[src/rtl/axis_vec_sender.sv]
// rtl/axis_vec_sender.sv - streams a captured LEN-word vector as one AXI4-Stream packet
//
// Purpose: on an accepted start, snapshots `vec` into an internal buffer and
// sends it word by word on OUTPUT_AXIS_*, honoring TREADY backpressure and
// asserting TLAST on the final word. done pulses for one cycle after the
// final handshake.
//
// Ports:
//   clk, rst_n          clock, asynchronous active-low reset
//   vec                 LEN x DATA_WIDTH vector, sampled only on accepted start
//   start               send request, honored only in IDLE
//   busy                high while a packet is in flight (SEND)
//   done                one-cycle pulse after the last word's handshake
//   OUTPUT_AXIS_TDATA   current word (0 when idle)
//   OUTPUT_AXIS_TLAST   high with word LEN-1 only
//   OUTPUT_AXIS_TVALID  word valid
//   OUTPUT_AXIS_TREADY  downstream accepts
module axis_vec_sender #(
  parameter int LEN        = 3,
  parameter int DATA_WIDTH = 32
) (
  input  logic                            clk,
  input  logic                            rst_n,
  input  logic [0:LEN-1][DATA_WIDTH-1:0]  vec,
  input  logic                            start,
  output logic                            busy,
  output logic                            done,
  output logic [DATA_WIDTH-1:0]           OUTPUT_AXIS_TDATA,
  output logic                            OUTPUT_AXIS_TLAST,
  output logic                            OUTPUT_AXIS_TVALID,
  input  logic                            OUTPUT_AXIS_TREADY
);

  localparam int              IDX_W    = (LEN > 1) ? $clog2(LEN) : 1;
  localparam logic [IDX_W-1:0] LAST_IDX = IDX_W'(LEN - 1);

  typedef enum logic {
    IDLE = 1'b0,
    SEND = 1'b1
  } state_t;

  state_t                         state;
  state_t                         state_nxt;
  logic [IDX_W-1:0]               idx;
  logic [IDX_W-1:0]               idx_nxt;
  logic                           done_nxt;
  logic                           capture;
  logic                           at_last;
  logic [0:LEN-1][DATA_WIDTH-1:0] vec_buf;

  assign at_last = (idx == LAST_IDX);

  always_ff @(posedge clk or negedge rst_n) begin
    if (!rst_n) begin
      state <= IDLE;
      idx   <= '0;
      done  <= 1'b0;
    end else begin
      state <= state_nxt;
      idx   <= idx_nxt;
      done  <= done_nxt;
    end
  end

  always_comb begin
    state_nxt = state;
    idx_nxt   = idx;
    done_nxt  = 1'b0;
    capture   = 1'b0;
    case (state)
      IDLE: begin
        if (start) begin
          capture   = 1'b1;
          idx_nxt   = '0;
          state_nxt = SEND;
        end
      end
      SEND: begin
        if (OUTPUT_AXIS_TREADY) begin
          if (at_last) begin
            state_nxt = IDLE;
            idx_nxt   = '0;
            done_nxt  = 1'b1;
          end else begin
            idx_nxt = idx + IDX_W'(1);
          end
        end
      end
      default: state_nxt = IDLE;
    endcase
  end

  // Buffer content is irrelevant until the next capture, so it carries no reset.
  always_ff @(posedge clk) begin
    if (capture) begin
      vec_buf <= vec;
    end
  end

  // All stream outputs are decoded from registered state, so the async reset
  // drops them immediately and nothing depends combinationally on TREADY.
  assign busy               = (state == SEND);
  assign OUTPUT_AXIS_TVALID = (state == SEND);
  assign OUTPUT_AXIS_TLAST  = (state == SEND) && at_last;
  assign OUTPUT_AXIS_TDATA  = (state == SEND) ? vec_buf[idx] : '0;

endmodule
[config.mk]
export PLATFORM = sky130hd
export DESIGN_NAME = axis_vec_sender
export DESIGN_NICKNAME = d
export VERILOG_FILES = /design/src/rtl/axis_vec_sender.sv
export SDC_FILE = /design/constraint.sdc
export NUM_CORES = 1
export LEC_CHECK = 0
export ABC_CLOCK_PERIOD_IN_PS = 7900
export BUFFER_PORTS_ARGS = -buffer_cell sky130_fd_sc_hd__buf_2
export CAP_MARGIN = 20
export CORE_UTILIZATION = 54
export CTS_CLUSTER_SIZE = 16
export DETAILED_ROUTE_END_ITERATION = 10
export PLACE_DENSITY = 0.87
export RECOVER_POWER = 50
export SETUP_SLACK_MARGIN = 0.15
export SLEW_MARGIN = 0
export SYNTH_ARGS = -nofsm -noshare
export SYNTH_HDL_FRONTEND = slang
export SYNTH_SLANG_ARGS = --single-unit
[constraint.sdc]
create_clock -name clk -period 7.9 [get_ports clk]
set_input_delay 0.79 -clock clk [delete_from_list [all_inputs] [get_ports clk]]
set_output_delay 0.79 -clock clk [all_outputs]
set_load 0.005 [all_outputs]
==> results of run 1 <==
==> final cells by class <==
| class | instances | area [um^2] |
|---|---|---|
| Sequential cell | 100 | 2985 |
| Fill cell | 544 | 2238 |
| Multi-Input combinational cell | 138 | 994.7 |
| Timing Repair Buffer | 140 | 743.2 |
| Clock buffer | 9 | 123.9 |
| Tap cell | 99 | 123.9 |
| Clock inverter | 7 | 82.58 |
==> flip-flops by register name, indices dropped and copies added (netlist names) <==
| name | flops |
|---|---|
| idx | 2 |
| OUTPUT_AXIS_TVALID | 1 |
| vec_buf | 96 |
| done | 1 |
==> kinds of logic after synthesis <==
| kind of cell | after synthesis |
|---|---|
| compound gates | 33 |
| buf+inv | 19 |
| mux | 34 |
| simple gates | 71 |
| flops | 100 |
==> final timing paths <==
path,to,start,cells past startpoint
max,OUTPUT_AXIS_TDATA[9],idx[0],5
min,OUTPUT_AXIS_TVALID,rst_n,1
max reg2reg,OUTPUT_AXIS_TVALID,idx[0],4
min reg2reg,OUTPUT_AXIS_TVALID,OUTPUT_AXIS_TVALID,2
max in group asynchronous,idx[0],rst_n,1
min in group clk,vec_buf[85],vec[85],1
==> worst register-to-register path, delay by kind of cell, from the launching register on <==
kind          cells  cell delay [ns]
buf+inv           1             2.34
simple gates      3             0.66
flops             1             0.35
==> power groups by stage <==
stage	Sequential (mW)	Clock [mW]	Combinational [mW]
finish	0.696	0.329	0.584
global route	0.704	0.360	0.660
CTS	0.739	0.339	0.508
detailed placement	0.752	0	0.507
global placement	0.747	0	0.491
floorplan	0.697	0	0.407
==> Yosys cell counts, drive strengths merged <==
master | n | share of area [%]
and3b | 1 | 0.21
clkbuf | 7 | 0.64
and2 | 33 | 5.0
nand2 | 1 | 0.091
nor2b | 1 | 0.15
nand3b | 32 | 5.9
dfrtp | 4 | 2.4
nor2 | 3 | 0.27
buf | 12 | 2.5
o21ai | 32 | 3.9
edfxtp | 96 | 70
mux2 | 1 | 0.27
mux2i | 33 | 8.1
a22o | 1 | 0.21
==> layer usage <==
metal  wire length [um]  part of all wire [%]  track usage (%)
met3                509                   7.0            5.817
met1               3010                    42            23.62
met2               3636                    50            30.60
met4                 87                   1.2            5.916
met5                  0                     0                0
==> per-stage QoR <==
stage	util [%]	hold WS, ns
6_report	69.30	0.2332
3_5_place_dp	65.75	0.5971
2_1_floorplan	-	0.4944
3_3_place_gp	65.75	0.5940
5_1_grt	69.30	0.2274
4_1_cts	68.58	0.1929
==> impl_metrics.env, run 1 <==
export IMPL_status="finished with violations"
export IMPL_violations="max-capacitance violations, max-slew violations"
export IMPL_tns_ns=0
export IMPL_cts_root_buf="clkbuf_8"
export IMPL_clock_path_buffers=2
export IMPL_grt_pass1_vias=2364
export IMPL_fin_nets=489
export IMPL_setup_ws_ns=3.216
export IMPL_p_leak_nw=1.955
export IMPL_drc=0
export IMPL_cp_num_buf_inv=2
export IMPL_fin_area_mm2=0.005054
export IMPL_final_hold_violation_count=0
export IMPL_hold_buffers=0
export IMPL_power_density_mw_per_mm2=318.5
export IMPL_num_vias=2538
export IMPL_grt_pass1_wl_um=10760
export IMPL_critPathKind="reg -> out"
export IMPL_max_slew_margin_pct=-122.4
export IMPL_end_kind="output pin"
export IMPL_crit_fanout=67
export IMPL_fp_dieW_um=89.14
export IMPL_via_per_inst=5.148
export IMPL_setup_viol=0
export IMPL_p_int_mw=1.123
export IMPL_drt_wl_total_um=7243
export IMPL_layout_min_cycle_time_ns=4.684
export IMPL_critPathMaxStageDelay_ns=2.34
export IMPL_grt_use_total_pct=18.55
export IMPL_pre_cts_ws_ns=5.447
export IMPL_clock_skew_ns=0.01465
export IMPL_clock_latency_ns=0.35
export IMPL_netlist_instances=257
export IMPL_sequentialPowerShare_pct=43.3
export IMPL_fmax_mhz=213.5
export IMPL_cts_tree="built"
export IMPL_final_common_cell="buf_2"
export IMPL_synth_seq_cells=100
export IMPL_drv_slew=68
export IMPL_fp_dieArea_mm2=0.007945
export IMPL_grt_setup_unrepaired="no"
export IMPL_synth_top_family_by_area="simple AND/OR/NAND/NOR gates"
export IMPL_fin_cells=493
export IMPL_firstDrtPassIters=4
export IMPL_dp_cells=474
export IMPL_final_cell_mix="buf_2 (133), edfxtp_1 (96), mux2i_1 (33)"
export IMPL_start_util_pct=56.23
export IMPL_synth_compound_area_share_pct=4.120
export IMPL_clock_sinks=100
export IMPL_dieHeight_um=89.14
export IMPL_cts_buffers=9
export IMPL_drive_gt1_share_pct=39.59
export IMPL_swShare_pct=30.26
export IMPL_drt_iter0_markers=86
export IMPL_place_hpwl_um=4664
export IMPL_vdd_ir_drop_max_mv=0.2117
export IMPL_required_ns=7.11
export IMPL_postRouteAntennaNets=0
export IMPL_insertedDiodeCount=0
export IMPL_cp_start_kind="flip-flop"
export IMPL_synth_fp_nets=357
export IMPL_htreeDepth=3
export IMPL_rrSetupSlack_ns=4.51
export IMPL_synth_seq_area_share_pct=72.75
export IMPL_tightest_slew_ns=3.336
export IMPL_synth_fa_ha_area_share_pct=0
export IMPL_period_share_pct=59.29
export IMPL_synth_warnings=0
export IMPL_muxShareOfSynthArea_pct=8.331
export IMPL_yosys_cell_types_count=17
export IMPL_path_clk_slew_ns=0.10
export IMPL_syn_to_final_growth_pct=23.25
export IMPL_grt_max_degree=97
export IMPL_synthXorXnorAreaFrac_pct=0
export IMPL_maxCapViolations=1
export IMPL_gp_congestion=0.6928
export IMPL_p_clk_share_pct=20.5
export IMPL_crit_path_top_delay_cell="clkbuf_1"
export IMPL_wl_per_cell_um=14.69
export IMPL_critPathArrivalTime_ns=3.89
export IMPL_hp_class="in -> async"
export IMPL_synthSimpleGateAreaFrac_pct=11.63
export IMPL_report_power_total_mw=1.610
export IMPL_combinationalPowerShare_pct=36.3
export IMPL_overflow=0
export IMPL_placed_area_mm2=0.004795
export IMPL_syn_area_per_cell_um2=15.95
export IMPL_postCtsSetupRepairBufs=0
export IMPL_switchingPower_uw=487.1
export IMPL_path_cells="clkbuf_1 > mux2i_1 > o21ai_1 > and2_1 > buf_2"
export IMPL_ios=136
export IMPL_crit_family="buffers and inverters"
export IMPL_rows=31
export IMPL_portBuffers=135
export IMPL_netlist_area_mm2=0.004100
export IMPL_coreArea_mm2=0.007292
export IMPL_post_cts_resized=0
export IMPL_antenna_found_initial=0
(Power assumes the default switching activity.)
==> run 2: changes to the inputs <==
- ABC_CLOCK_PERIOD_IN_PS: 7900 -> 4900
- CORE_UTILIZATION: 54 -> 50
- PLACE_DENSITY: 0.87 -> 0.81
- clock period: 7.9 -> 4.9 ns (I/O delays scaled with it)
==> impl_metrics.env, run 2 (synthesized netlist as in run 1, its figures left out) <==
export IMPL_firstDrtPassIters=4
export IMPL_rows=32
export IMPL_critPathLaunch="OUTPUT_AXIS_TVALID"
export IMPL_clock_skew_ns=0.01318
export IMPL_htreeDepth=3
export IMPL_syn_to_final_growth_pct=22.09
export IMPL_grt_pass1_vias=2494
export IMPL_fin_nets=489
export IMPL_dieHeight_um=92.56
export IMPL_gp_congestion=0.7064
export IMPL_cp_start_kind="flip-flop"
export IMPL_cts_buffers=9
export IMPL_clock_path_buffers=2
export IMPL_clock_sinks=100
export IMPL_portBuffers=135
export IMPL_holdPathStages=1
export IMPL_status="finished with violations"
export IMPL_p_leak_nw=1.930
export IMPL_period_share_pct=59.50
export IMPL_end_kind="flip-flop"
export IMPL_drt_wl_total_um=7214
export IMPL_drt_iter0_markers=105
export IMPL_postCtsSetupRepairBufs=0
export IMPL_cts_root_buf="clkbuf_8"
export IMPL_num_vias=2512
export IMPL_path_clk_slew_ns=0.10
export IMPL_tightest_slew_ns=1.556
export IMPL_place_hpwl_um=4744
export IMPL_r2r_start="OUTPUT_AXIS_TVALID"
export IMPL_start_util_pct=52.25
export IMPL_violations="max-capacitance violations, max-slew violations"
export IMPL_clock_latency_ns=0.35
export IMPL_final_common_cell="buf_2"
export IMPL_fp_dieW_um=92.56
export IMPL_overflow=0
export IMPL_fp_dieArea_mm2=0.008566
export IMPL_crit_fanout=79
export IMPL_drv_slew=19
export IMPL_final_cell_mix="buf_2 (131), edfxtp_1 (96), mux2i_1 (33), and2_1 (33)"
export IMPL_layout_min_cycle_time_ns=2.915
export IMPL_top_regs="vec_buf x96, idx x2"
export IMPL_final_hold_violation_count=0
export IMPL_crit_path_top_delay_cell="nor2b_1"
export IMPL_vdd_ir_drop_max_mv=0.2436
export IMPL_grt_setup_unrepaired="no"
export IMPL_post_cts_resized=0
export IMPL_insertedDiodeCount=0
export IMPL_max_slew_margin_pct=-3.958
export IMPL_via_per_inst=5.065
export IMPL_coreArea_mm2=0.007848
export IMPL_fmax_mhz=343.0
export IMPL_rr_worst_depth=2
export IMPL_grt_max_degree=80
export IMPL_antenna_found_initial=0
export IMPL_drc=0
export IMPL_grt_use_total_pct=17.67
export IMPL_critPathKind="reg -> reg"
export IMPL_tns_ns=0
export IMPL_cts_tree="built"
export IMPL_hold_buffers=1
export IMPL_required_ns=4.87
export IMPL_setup_viol=0
export IMPL_hp_class="in -> reg"
export IMPL_wl_per_cell_um=14.54
export IMPL_postRouteAntennaNets=0
export IMPL_ios=136
export IMPL_maxCapViolations=1
export IMPL_largest_register="vec_buf"
export IMPL_path_cells="nor2b_1 > buf_4"
export IMPL_grt_pass1_wl_um=11480
export IMPL_report_power_total_mw=2.491
export IMPL_min_from="vec[92]"
export IMPL_power_density_mw_per_mm2=497.6
export IMPL_critPathMaxStageDelay_ns=1.17
export IMPL_critPathArrivalTime_ns=2.89
export IMPL_largest_reg_flops=96
export IMPL_drive_gt1_share_pct=39.09
export IMPL_fillCellCount=605
==> run 2: area by class of cell <==
class	instances	area [um^2]	share of cell area, %
Timing Repair Buffer	140	723.2	14.45
Tap cell	102	127.6	2.549
Multi-Input combinational cell	138	987.2	19.72
Sequential cell	100	2985	59.64
Clock inverter	7	58.81	1.175
Clock buffer	9	123.9	2.474
==> run 2: metal layers <==
layer  vias up  share of wire (%)  wire [um]  global-route usage, %
met3         7                5.7        411                  4.269
met1      1195                 43       3133                  22.78
li1       1223                  -          -                      -
met4         0                1.1         76                  6.380
met2        87                 50       3592                  29.20
met5         -                  0          0                      0
==> run 2: path summary, 6_finish.rpt <==
kind | endpoint | slack (ns)
max in group asynchronous | idx[0] | 4.18
worst min-delay path | vec_buf[92] | 0.30
worst min register to register | OUTPUT_AXIS_TVALID | 0.86
worst max register to register | vec_buf[29] | 1.98
worst max-delay path | vec_buf[29] | 1.98
min in group asynchronous | OUTPUT_AXIS_TVALID | 0.50
==> run 2: stage by stage <==
stage	utilization, %	setup slack [ns]	hold WS (ns)	std cells	instance area [um^2]
after floorplan	-	1.392	0.1944	257	4103
after global placement	61.24	2.486	0.2963	478	4806
after detailed placement	61.24	2.446	0.2984	478	4806
after CTS	63.70	2.061	0.2852	495	4999
after global routing	63.79	1.735	0.2730	496	5006
final	63.79	1.985	0.3014	496	5006
==> run 2: where the power goes <==
part	internal (mW)	leakage, nW	switching [mW]
registers	1.07	0.917	0.104
logic	0.452	0.926	0.391
clock network	0.192	0.0868	0.287
==> run 2: worst max-delay path: cells and delay by family, from the launching register on <==
family                 cells  cell delay (ns)
AND/OR/NAND/NOR            1             1.17
buffers and inverters      1             0.89
flip-flops                 1             0.39
==> run 3: changes to the inputs <==
- ABC_CLOCK_PERIOD_IN_PS: 4900 -> 2920
- clock period: 4.9 -> 2.92 ns (I/O delays scaled with it)
==> impl_metrics.env, run 3 (synthesized netlist as in run 1, its figures left out) <==
export IMPL_wl_met3_um=498
export IMPL_dp_cells=481
export IMPL_tns_ns=0
export IMPL_antenna_found_initial=0
export IMPL_grt_pass1_vias=2345
export IMPL_vdd_ir_drop_max_mv=0.4602
export IMPL_fin_nets=491
export IMPL_final_cell_mix="buf_2 (130), edfxtp_1 (96), mux2i_1 (33), and2_1 (33)"
export IMPL_period_share_pct=82.19
export IMPL_fmax_mhz=416.7
export IMPL_cts_root_buf="clkbuf_8"
export IMPL_critPathArrivalTime_ns=2.11
export IMPL_end_kind="output pin"
export IMPL_coreArea_mm2=0.007848
export IMPL_cts_tree="built"
export IMPL_drive_gt1_share_pct=39.14
export IMPL_critPathKind="reg -> out"
export IMPL_num_vias=2525
export IMPL_clock_path_buffers=2
export IMPL_fillCellCount=622
export IMPL_dieHeight_um=92.56
export IMPL_grt_max_degree=57
export IMPL_clock_skew_ns=0.009835
export IMPL_tightest_slew_ns=0.9867
export IMPL_largest_reg_flops=96
export IMPL_clock_sinks=100
export IMPL_postRouteAntennaNets=0
export IMPL_cts_buffers=9
export IMPL_htreeDepth=3
export IMPL_rows=32
export IMPL_met1Wirelength_um=3027
export IMPL_portBuffers=135
export IMPL_multiInputGateArea_um2=994.7
export IMPL_insertedDiodeCount=0
export IMPL_final_common_cell="buf_2"
export IMPL_dr_wl_met2_um=3599
export IMPL_drt_wl_total_um=7169
export IMPL_report_power_total_mw=4.243
export IMPL_clock_latency_ns=0.36
export IMPL_grt_pass1_wl_um=11130
export IMPL_layout_min_cycle_time_ns=2.400
export IMPL_power_density_mw_per_mm2=842.1
export IMPL_syn_to_final_growth_pct=22.89
export IMPL_overflow=0
export IMPL_firstDrtPassIters=4
export IMPL_ios=136
export IMPL_setup_viol=0
export IMPL_top_layer="met4"
export IMPL_fp_dieW_um=92.56
export IMPL_final_hold_violation_count=0
export IMPL_place_hpwl_um=4881
export IMPL_wl_per_cell_um=14.40
export IMPL_max_slew_margin_pct=34.22
export IMPL_seq_area_mm2=0.002985
export IMPL_drv_slew=0
export IMPL_drt_iter0_markers=140
export IMPL_maxCapViolations=0
export IMPL_fin_cells=498
export IMPL_gp_congestion=0.7430
export IMPL_fp_dieArea_mm2=0.008566
export IMPL_largest_register="vec_buf"
export IMPL_grt_use_total_pct=17.49
export IMPL_p_leak_nw=1.948
export IMPL_hold_slack_ns=0.09977
export IMPL_start_util_pct=52.25
export IMPL_crit_fanout=21
export IMPL_status="completed"
export IMPL_top_regs="vec_buf x96, idx x2"
export IMPL_grt_setup_unrepaired="no"
export IMPL_path_clk_slew_ns=0.10
export IMPL_via_per_inst=5.070
export IMPL_hp_class="in -> reg"
export IMPL_required_ns=2.63
export IMPL_cp_start_kind="flip-flop"
export IMPL_drc=0
==> run 3: what timing repair did <==
item / 4_1_cts / 5_1_grt
hold endpoints to repair: 4 / 0
buffers inserted: 0 / 0
hold buffers: 1 / 0
gates resized for setup: 0 / 0
==> run 3: layout make-up <==
cell class | count | share of cell area [%]
clock buffers | 9 | 2.458
clock inverters | 7 | 1.515
multi-input cells | 138 | 19.74
flip-flops and latches | 100 | 59.25
well taps | 102 | 2.533
repair buffers | 142 | 14.50
==> run 3: report_power, final <==
group,internal [mW],switching (mW),total [mW]
clock,0.400,0.469,0.869
sequential,1.79,0.219,2.01
combinational,0.766,0.603,1.37
total,2.95,1.29,4.24
==> run 3: metal layers <==
layer / track usage [%] / vias up
met4: 4.688 / 0
met5: 0 / -
li1: - / 1223
met2: 28.33 / 97
met3: 5.501 / 6
met1: 22.89 / 1199
==> run 3: stage by stage <==
| stage | cell area (um^2) | utilization, % | setup slack, ns |
|---|---|---|---|
| 3_5_place_dp | 4841 | 61.69 | 0.8998 |
| 4_1_cts | 5051 | 64.37 | 0.4958 |
| 2_1_floorplan | 4108 | - | 0.4977 |
| 6_report | 5039 | 64.21 | 0.5201 |
| 5_1_grt | 5039 | 64.21 | 0.2438 |
| 3_3_place_gp | 4841 | 61.69 | 0.9537 |
==> run 3: worst paths after layout <==
kind                                          from                  to  slack [ns]  cells after the start
worst max-delay path            OUTPUT_AXIS_TVALID   OUTPUT_AXIS_TLAST        0.52                      3
worst min-delay path                       vec[35]         vec_buf[35]         0.1                      1
worst max register to register  OUTPUT_AXIS_TVALID              idx[0]        0.96                      3
worst min register to register  OUTPUT_AXIS_TVALID  OUTPUT_AXIS_TVALID        0.87                      2
max in group asynchronous                    rst_n              idx[0]        2.42                      2
min in group asynchronous                    rst_n  OUTPUT_AXIS_TVALID        0.30                      2
==> run 3: critical path, cell delays in order, from the launching register on <==
cell and delay (ns):
dfrtp_1 0.72, clkbuf_1 0.63, and3b_1 0.29, buf_2 0.12
